==> src/rtl/multi_cycle_controller_if.sv <==
// Control/status bundle between the multi-cycle controller and its datapath/memory.
// master = controller side, slave = datapath side.
interface multi_cycle_controller_if;
    logic [5:0] Operator;
    logic [5:0] Func;
    logic       ALUZero;
    logic       MemReady;
    logic       MemReq;
    logic       MemWe;
    logic       IorD;
    logic       IRWrite;
    logic       PCWrite;
    logic [1:0] PCSource;
    logic       RegWrite;
    logic       Link;
    logic [2:0] State;
    logic       InstrDone;
    logic       Illegal;
    logic       Fault;

    modport master (
        input  Operator, Func, ALUZero, MemReady,
        output MemReq, MemWe, IorD, IRWrite, PCWrite, PCSource,
               RegWrite, Link, State, InstrDone, Illegal, Fault
    );

    modport slave (
        output Operator, Func, ALUZero, MemReady,
        input  MemReq, MemWe, IorD, IRWrite, PCWrite, PCSource,
               RegWrite, Link, State, InstrDone, Illegal, Fault
    );
endinterface

==> src/rtl/multi_cycle_controller.sv <==
// Multi-cycle MIPS-subset control FSM with memory wait timeout.
// Strobes are decoded from the registered state and current inputs; Reset forces every output low.
module multi_cycle_controller #(
    parameter int unsigned TIMEOUT = 15
) (
    input logic                       Clock,
    input logic                       Reset,
    multi_cycle_controller_if.master  bus
);

    typedef enum logic [2:0] {
        FETCH  = 3'd0,
        DECODE = 3'd1,
        EXEC   = 3'd2,
        MEMACC = 3'd3,
        WBACK  = 3'd4
    } state_e;

    localparam logic [5:0] OP_RTYPE = 6'h00, OP_J    = 6'h02, OP_JAL  = 6'h03;
    localparam logic [5:0] OP_BEQ   = 6'h04, OP_BNE  = 6'h05, OP_ADDI = 6'h08;
    localparam logic [5:0] OP_ADDIU = 6'h09, OP_ANDI = 6'h0C, OP_ORI  = 6'h0D;
    localparam logic [5:0] OP_XORI  = 6'h0E, OP_LUI  = 6'h0F, OP_LW   = 6'h23;
    localparam logic [5:0] OP_SW    = 6'h2B;
    localparam logic [5:0] FN_SLL = 6'h00, FN_SRL = 6'h02, FN_SRA = 6'h03, FN_JR  = 6'h08;
    localparam logic [5:0] FN_ADD = 6'h20, FN_SUB = 6'h22, FN_AND = 6'h24, FN_OR  = 6'h25;
    localparam logic [5:0] FN_XOR = 6'h26;

    state_e     state_q, state_d;
    logic [3:0] wait_q, wait_d;
    logic       timeout;

    logic is_alu, is_lw, is_sw, is_beq, is_bne, is_j, is_jal, is_jr;
    logic mem_req, mem_we, iord, ir_write, pc_write, reg_write, link;
    logic instr_done, illegal, fault;
    logic [1:0] pc_source;

    always_comb begin
        is_alu = 1'b0; is_lw = 1'b0; is_sw = 1'b0; is_beq = 1'b0;
        is_bne = 1'b0; is_j  = 1'b0; is_jal = 1'b0; is_jr = 1'b0;
        case (bus.Operator)
            OP_RTYPE: begin
                case (bus.Func)
                    FN_ADD, FN_SUB, FN_AND, FN_OR, FN_XOR,
                    FN_SLL, FN_SRL, FN_SRA: is_alu = 1'b1;
                    FN_JR:                  is_jr  = 1'b1;
                    default: ;
                endcase
            end
            OP_ADDI, OP_ADDIU, OP_ANDI, OP_ORI, OP_XORI, OP_LUI: is_alu = 1'b1;
            OP_LW:  is_lw  = 1'b1;
            OP_SW:  is_sw  = 1'b1;
            OP_BEQ: is_beq = 1'b1;
            OP_BNE: is_bne = 1'b1;
            OP_J:   is_j   = 1'b1;
            OP_JAL: is_jal = 1'b1;
            default: ;
        endcase
    end

    assign timeout = (wait_q == 4'(TIMEOUT - 1));

    // wait_d defaults to zero, so every transition (including a timeout back
    // into FETCH) enters FETCH/MEMACC with a cleared counter.
    always_comb begin
        state_d    = FETCH;
        wait_d     = '0;
        mem_req    = 1'b0;
        mem_we     = 1'b0;
        iord       = 1'b0;
        ir_write   = 1'b0;
        pc_write   = 1'b0;
        pc_source  = 2'b00;
        reg_write  = 1'b0;
        link       = 1'b0;
        instr_done = 1'b0;
        illegal    = 1'b0;
        fault      = 1'b0;
        case (state_q)
            FETCH: begin
                mem_req = 1'b1;
                if (bus.MemReady) begin
                    ir_write = 1'b1;
                    pc_write = 1'b1;
                    state_d  = DECODE;
                end else if (timeout) begin
                    fault = 1'b1;
                end else begin
                    wait_d  = wait_q + 4'd1;
                    state_d = FETCH;
                end
            end
            DECODE: begin
                if (is_j || is_jal) begin
                    pc_write   = 1'b1;
                    pc_source  = 2'b10;
                    reg_write  = is_jal;
                    link       = is_jal;
                    instr_done = 1'b1;
                end else if (is_jr) begin
                    pc_write   = 1'b1;
                    pc_source  = 2'b11;
                    instr_done = 1'b1;
                end else if (is_alu || is_lw || is_sw || is_beq || is_bne) begin
                    state_d = EXEC;
                end else begin
                    illegal = 1'b1;
                end
            end
            EXEC: begin
                if (is_beq || is_bne) begin
                    pc_write   = is_beq ? bus.ALUZero : ~bus.ALUZero;
                    pc_source  = 2'b01;
                    instr_done = 1'b1;
                end else if (is_lw || is_sw) begin
                    state_d = MEMACC;
                end else if (is_alu) begin
                    state_d = WBACK;
                end
            end
            MEMACC: begin
                mem_req = 1'b1;
                iord    = 1'b1;
                mem_we  = is_sw;
                if (bus.MemReady) begin
                    instr_done = is_sw;
                    state_d    = is_sw ? FETCH : WBACK;
                end else if (timeout) begin
                    fault = 1'b1;
                end else begin
                    wait_d  = wait_q + 4'd1;
                    state_d = MEMACC;
                end
            end
            WBACK: begin
                reg_write  = 1'b1;
                instr_done = 1'b1;
            end
            default: ;
        endcase
    end

    always_ff @(posedge Clock) begin
        if (Reset) begin
            state_q <= FETCH;
            wait_q  <= '0;
        end else begin
            state_q <= state_d;
            wait_q  <= wait_d;
        end
    end

    assign bus.MemReq    = mem_req    & ~Reset;
    assign bus.MemWe     = mem_we     & ~Reset;
    assign bus.IorD      = iord       & ~Reset;
    assign bus.IRWrite   = ir_write   & ~Reset;
    assign bus.PCWrite   = pc_write   & ~Reset;
    assign bus.PCSource  = Reset ? 2'b00 : pc_source;
    assign bus.RegWrite  = reg_write  & ~Reset;
    assign bus.Link      = link       & ~Reset;
    assign bus.State     = Reset ? 3'b000 : state_q;
    assign bus.InstrDone = instr_done & ~Reset;
    assign bus.Illegal   = illegal    & ~Reset;
    assign bus.Fault     = fault      & ~Reset;

endmodule

==> src/flat_wrapper.sv <==
// flat-port wrapper written by rule: the top's interface ports become plain ports
module multi_cycle_controller_flat 
#(
    parameter int unsigned TIMEOUT = 15
)
  (Clock, Reset, bus_Operator, bus_Func, bus_ALUZero, bus_MemReady, bus_MemReq, bus_MemWe, bus_IorD, bus_IRWrite, bus_PCWrite, bus_PCSource, bus_RegWrite, bus_Link, bus_State, bus_InstrDone, bus_Illegal, bus_Fault);
  multi_cycle_controller_if bus_i ();
  input logic Clock;
  input logic Reset;
  input wire logic [$bits(bus_i.Operator)-1:0] bus_Operator;
  input wire logic [$bits(bus_i.Func)-1:0] bus_Func;
  input wire logic [$bits(bus_i.ALUZero)-1:0] bus_ALUZero;
  input wire logic [$bits(bus_i.MemReady)-1:0] bus_MemReady;
  output wire logic [$bits(bus_i.MemReq)-1:0] bus_MemReq;
  output wire logic [$bits(bus_i.MemWe)-1:0] bus_MemWe;
  output wire logic [$bits(bus_i.IorD)-1:0] bus_IorD;
  output wire logic [$bits(bus_i.IRWrite)-1:0] bus_IRWrite;
  output wire logic [$bits(bus_i.PCWrite)-1:0] bus_PCWrite;
  output wire logic [$bits(bus_i.PCSource)-1:0] bus_PCSource;
  output wire logic [$bits(bus_i.RegWrite)-1:0] bus_RegWrite;
  output wire logic [$bits(bus_i.Link)-1:0] bus_Link;
  output wire logic [$bits(bus_i.State)-1:0] bus_State;
  output wire logic [$bits(bus_i.InstrDone)-1:0] bus_InstrDone;
  output wire logic [$bits(bus_i.Illegal)-1:0] bus_Illegal;
  output wire logic [$bits(bus_i.Fault)-1:0] bus_Fault;
  assign bus_i.Operator = bus_Operator;
  assign bus_i.Func = bus_Func;
  assign bus_i.ALUZero = bus_ALUZero;
  assign bus_i.MemReady = bus_MemReady;
  assign bus_MemReq = bus_i.MemReq;
  assign bus_MemWe = bus_i.MemWe;
  assign bus_IorD = bus_i.IorD;
  assign bus_IRWrite = bus_i.IRWrite;
  assign bus_PCWrite = bus_i.PCWrite;
  assign bus_PCSource = bus_i.PCSource;
  assign bus_RegWrite = bus_i.RegWrite;
  assign bus_Link = bus_i.Link;
  assign bus_State = bus_i.State;
  assign bus_InstrDone = bus_i.InstrDone;
  assign bus_Illegal = bus_i.Illegal;
  assign bus_Fault = bus_i.Fault;
  multi_cycle_controller #(.TIMEOUT(TIMEOUT)) u_core (.Clock(Clock), .Reset(Reset), .bus(bus_i));
endmodule
==> config.mk <==
export PLATFORM = sky130hd
export DESIGN_NAME = multi_cycle_controller_flat
export DESIGN_NICKNAME = d
export VERILOG_FILES = /design/src/rtl/multi_cycle_controller_if.sv /design/src/rtl/multi_cycle_controller.sv /design/src/flat_wrapper.sv
export SDC_FILE = /design/constraint.sdc
export NUM_CORES = 1
export LEC_CHECK = 0
export CAP_MARGIN = 20
export CORE_MARGIN = 1
export CORE_UTILIZATION = 36
export DETAILED_ROUTE_END_ITERATION = 16
export PLACE_DENSITY = 0.83
export SLEW_MARGIN = 20
export SYNTH_ARGS = -nofsm -noshare
export SYNTH_HDL_FRONTEND = slang
export SYNTH_SLANG_ARGS = --single-unit
==> constraint.sdc <==
create_clock -name Clock -period 1.87 [get_ports Clock]
set_input_delay 0.374 -clock Clock [delete_from_list [all_inputs] [get_ports Clock]]
set_output_delay 0.374 -clock Clock [all_outputs]
set_load 0.03 [all_outputs]
Word level (Yosys, flattened, before mapping) --
Index checks and enable logic that the tools add are counted.
Word-level totals: register bits after elaboration 7, output and inout bits 15, word-level logic and storage cells 105
Cells by class: $add $sub $neg 1, eq/ne operators 25, muxes and demuxes 50, bitwise gates (word level) 13, reductions and logical operators 14
Operator list (number):
- == test 6 x 4 -> 1 bit, second input constant | 7
- == test 6 bit, second input constant | 7
- two-way mux 1 bit | 31
- == test 6 x 2 -> 1 bit, second input constant | 4
- two-way mux 3 bit | 8
- == test 6 x 3 -> 1 bit, second input constant | 2
- logical NOT 6 bit | 2
- case mux 3 bit (4 select lines) | 1
- AND 1 bit | 10
- two-way mux 2 bit | 5
- OR reduction 8 bit | 1
- logical OR 1 bit | 7
- == test 3 x 2 -> 1 bit, second input constant | 2
- OR reduction 6 bit | 1
- adder 4 x 1 -> 4 bit, second input constant | 1
- == test 4 bit, second input constant | 1
- case mux 1 bit (2 select lines) | 2
- case mux 1 bit (4 select lines) | 1
- case mux 2 bit (2 select lines) | 1
- OR reduction 4 bit | 1
- == test 3 x 1 -> 1 bit, second input constant | 1
- == test 3 bit, second input constant | 1
- logical NOT 3 bit | 1
- inverter 1 bit | 3
- 2 further kinds | 2

Logic depth before layout (Yosys ltp) --
word-level depth 13, mapped depth 6, mapped depth without buffers 6

Worst setup path before layout --
Ideal clock, no wire load.
kind in2out, start point input port bus_Operator[3], end point output port bus_RegWrite, data arrival time 1.985 ns, data required time 1.496 ns, slack -0.489 ns, stages on the path 4, buffers on the path 0, cell sequence or3_4 -> nand2b_1 -> nor3_1 -> a21o_1
Between the ends: cells in the longest elaborated chain, start to end 6
Ends and longest elaborated chain:
- start, declared | RTL line flat_wrapper.sv:10 | input wire logic [$bits(bus_i.Operator)-1:0] bus_Operator;
- == test 6 x 2 -> 1 bit | RTL line multi_cycle_controller.sv:40 | case (bus.Operator)
- two-way mux 1 bit | RTL line multi_cycle_controller.sv:40
- logical OR 1 bit | RTL line multi_cycle_controller.sv:93 | if (is_j || is_jal) begin
- two-way mux 1 bit (*) | RTL line multi_cycle_controller.sv:93
- case mux 1 bit (2 select lines) (*) | RTL line multi_cycle_controller.sv:78 | case (state_q)
- AND 1 bit (*) | RTL line multi_cycle_controller.sv:158 | assign bus.RegWrite = reg_write & ~Reset;
- end, declared | RTL line flat_wrapper.sv:20 | output wire logic [$bits(bus_i.RegWrite)-1:0] bus_RegWrite;
Every way passes the cells marked *; elsewhere a longest branch is shown, timed or not.

Final worst setup path --
start point input port bus_Operator[3], end point output port bus_PCSource[0]
Between the ends: cells in the longest elaborated chain, start to end 6
Ends and longest elaborated chain:
- == test 6 x 3 -> 1 bit (tied with other cells) | RTL line multi_cycle_controller.sv:40
- two-way mux 1 bit | RTL line multi_cycle_controller.sv:40
- logical OR 1 bit (tied with other cells) | RTL line multi_cycle_controller.sv:110 | if (is_beq || is_bne) begin
- two-way mux 1 bit / two-way mux 2 bit (equally long branches) | RTL line multi_cycle_controller.sv:110, multi_cycle_controller.sv:93
- case mux 2 bit (2 select lines) (*) | RTL line multi_cycle_controller.sv:78
- two-way mux 2 bit (*) | RTL line multi_cycle_controller.sv:157 | assign bus.PCSource = Reset ? 2'b00 : pc_source;
- end, declared | RTL line flat_wrapper.sv:19 | output wire logic [$bits(bus_i.PCSource)-1:0] bus_PCSource;
Marked as above.

==> metrics list <==
- The worst setup path is launched from an input pin.
* Number of antenna violations at the first check in global routing: 0
* Clock tree from TritonCTS: yes
- Final worst path period need: 2.31 ns
- For this run the aggregate overflow at the end of global routing stands at 0.
- In the final timing run, aggregate negative setup slack is -2.37 ns.
- Area of the core region: 1710 sq um
* Adder-cell share of the synthesized area: 0.0383
- Pin placement for this block handled 31 I/O pins.
- Max stage delay on crit path: 0.39 ns
- The number of slew-limit violations in the final report came to 0.
* Final WS setup: -0.444 ns
* Portion of the clock cycle consumed by the worst path in the final layout: 1.24
* Yosys top cell by area: dfxtp_1
- The floorplan step set the die width to 44.6 um.
- Most frequent cell after synthesis: nor2_1
- Violations in the final reports: negative setup slack
* Outcome: complete, but fails checks
- Once layout is complete, the utilization of the core stands at 0.852.
- Area Growth Syn to Fin: 123%
- After detailed routing, the number of vias per cell comes to 6.01.
- Capturing element type of the critical path: output pin
- Counting every sink on the clock net gives 7.
- Of the total synthesized cell area, the portion taken by AND, OR, NAND and NOR gates is 0.492.
- Number of buffers inserted by hold repair at cts: 0
- PortBufs: 30
* Netlist Area Pre-Place: 653 sq um
* Xor/xnor cell area share of the yosys netlist: 0.0536
- By area the synthesized netlist is led by dfxtp_1 21%, nor2b_1 6.7%, nor2_1 5.7%.
- Worst path slowest cell: or3_4
* Wire length of the first global-routing pass: 4610 um
* Die Span Y: 44.6 um
- Dividing the detail-routed wire length by the instance count gives 19.8 um.
* GRT Resource Usage Total: 0.322
- By instance count, the cell type seen most on the critical path is buf_6.
- Of the post-synthesis cell area, the part taken by muxes is 0.
- VDD IR-drop max: 0.383 mV
* Areal power density over the cells: 355 nW/um^2
- Setup repair after global routing missed its margin: true
- After filler insertion, the fill cell instance count of the layout stands at 77.
- Number of DRC violations after detailed-routing iteration 0: 68
- The initial utilization of the core area, before any placement, comes to 0.382.
- In the final layout, the share of cells above drive strength 1 is 0.590.
- The netlist uses 38 different library cells.
- Final net count: 175
* Most instantiated flip-flop cell in the synthesis netlist: dfxtp_1
* Compound-Gate Fraction of Synth Area: 0.167
- The signal on the critical path passes through buf_6 > or3_4 > buf_6 > buf_6 > nand2b_4 > or3_4 > a21oi_4 > buf_6.
- Num CTS Buffers: 3
- The count of nets left with antenna violations once routing finished came out at 0.
- Setup violations remaining at the end of the flow were counted as 8.
* Actual slew at the worst max-slew pin: 0.506 ns
- The die covers 1990 sq um.
* Drt total wl: 3590 um
* Portion of synthesized cell area occupied by the leading cell type: 0.215
- Counting flops with a built-in enable in the synthesized netlist gives 0.
* Worst Hold Margin: 0.479 ns
- The sequential cells in the finished layout cover a total of 141 sq um.
- ANT cells: 0
* Number of max-capacitance violations reported: 0
- At the later pin of the worst-skew pair, clock insertion delay measures 0.27 ns.
- Hpwl dp: 1820 um
* Area of the multi-input gates: 678 sq um
- Hold violation count in the final report: 0
- The final route contains 1087 vias.
- Number of buffers on the longest clock path: 2
* Clock slew at reported path FFs: 0.06 ns
- Crit path kind: input pin to output pin
- Final weighted congestion in routability-driven placement: 0.812
- CTS built an H-tree with a depth of 1.
- Critical Path RT: 1.50 ns
- Maximum number of pins on one net before global-route repair: 13
- Data arrives at the worst endpoint at 1.94 ns.
- The Yosys step of the flow raised 0 warnings.
- DRC violations left: 0
- Cells after Synth: 90
- The number of global-route vias before repair was 1028.
* Register bit count reported by yosys: 7
- Max-Slew Margin vs Limit: 0.660
- Clock tree root buffer cell: clkbuf_4
- Static timing analysis puts the maximum clock frequency at 432 MHz.
* Length of the first detailed-routing pass in iterations: 4
- The clock arrives with 0.00190 ns of skew.
- For this run, asynchronously set or reset flops after synthesis account for 0.
- Share of the yosys chip area belonging to registers: 0.215
- Most frequent cells after synthesis: 10 x nor2_1, 7 x dfxtp_1, 7 x nor2b_1
* Number of standard-cell rows in the floorplan: 15
* Largest fanout on the critical path: 3
- By area, the combinational part of the netlist is dominated by simple AND/OR/NAND/NOR gates.
- The tightest min-delay check is of the register to register type.
- In this run the static leakage power is 0.632 nW.
- Synthesized net count: 108
* Mapped Avg Cell Area: 7.26 sq um
==> layer usage <==
layer / track usage / up-vias / part of all wire
li1: - / 456 / -
met1: 0.365 / 519 / 0.36
met5: 0 / - / 0
met4: 0.145 / 0 / 0.050
met2: 0.574 / 90 / 0.50
met3: 0.0653 / 22 / 0.093
==> state kept, by name, indices dropped and copies added (netlist names) <==
name            cells
u_core.wait_q       4
u_core.state_q      3
==> cell families after synthesis <==
kind of cell / count (synthesis)
simple gates: 55
fa+ha+maj: 2
compound gates: 16
xor+xnor: 4
flops: 7
buf+inv: 6
==> cells in the final DEF (no fill, tap or decap), types with 3 or more instances in the layout <==
cell      Yosys  routed
nor2b_1       7       3
nor2b_2       0       3
xnor2_1       3       3
buf_4         0      34
nor2_1       10       7
nand3_1       3       3
nor3_1        5       3
nand2_1       6       6
clkbuf_4      0       3
buf_2         0       5
dfxtp_1       7       6
buf_6         0      19
==> what timing repair did <==
item                       4_1_cts  5_1_grt
setup buffers                    3        2
resized for setup               73       17
setup endpoints to repair       13       11
pin swaps                       13        7
==> final timing paths <==
kind	from	end	slack, ns	cells after the start
min	u_core.wait_q[0]$_SDFF_PP0_	u_core.wait_q[0]$_SDFF_PP0_	0.48	1
max	bus_Operator[3]	bus_PCSource[0]	-0.44	8
max reg2reg	u_core.state_q[0]$_SDFF_PP0_	u_core.wait_q[3]$_SDFF_PP0_	0.23	6
min reg2reg	u_core.wait_q[0]$_SDFF_PP0_	u_core.wait_q[0]$_SDFF_PP0_	0.48	1
==> power breakdown <==
group / leakage [nW] / internal [mW] / switching (mW)
Sequential: 0.0574 / 0.153 / 0.00296
Clock: 0.0150 / 0.0823 / 0.0696
Combinational: 0.560 / 0.103 / 0.106
Total: 0.632 / 0.338 / 0.179
==> per-stage QoR <==
stage | instances | power (mW) | worst slack (ns) | cell area (sq um)
floorplan | 90 | 0.226 | -0.167 | 723
global placement | 172 | 0.323 | -1.04 | 1230
detailed placement | 172 | 0.328 | -1.07 | 1230
CTS | 179 | 0.490 | -0.524 | 1370
global route | 181 | 0.531 | -0.465 | 1460
finish | 181 | 0.516 | -0.444 | 1460
==> cell type report <==
type,count,share of cell area
clock buffer,4,0.0181
tap,25,0.0215
inverter,3,0.00946
multi-input combinational,77,0.466
sequential,7,0.0972
timing repair buffer,65,0.388
==> worst max-delay path, delay by kind of cell <==
kind            cells  cell delay [ns]
buf+inv             4             0.49
compound gates      1             0.15
simple gates        3             0.93
Power figures use the tool's default switching activity.
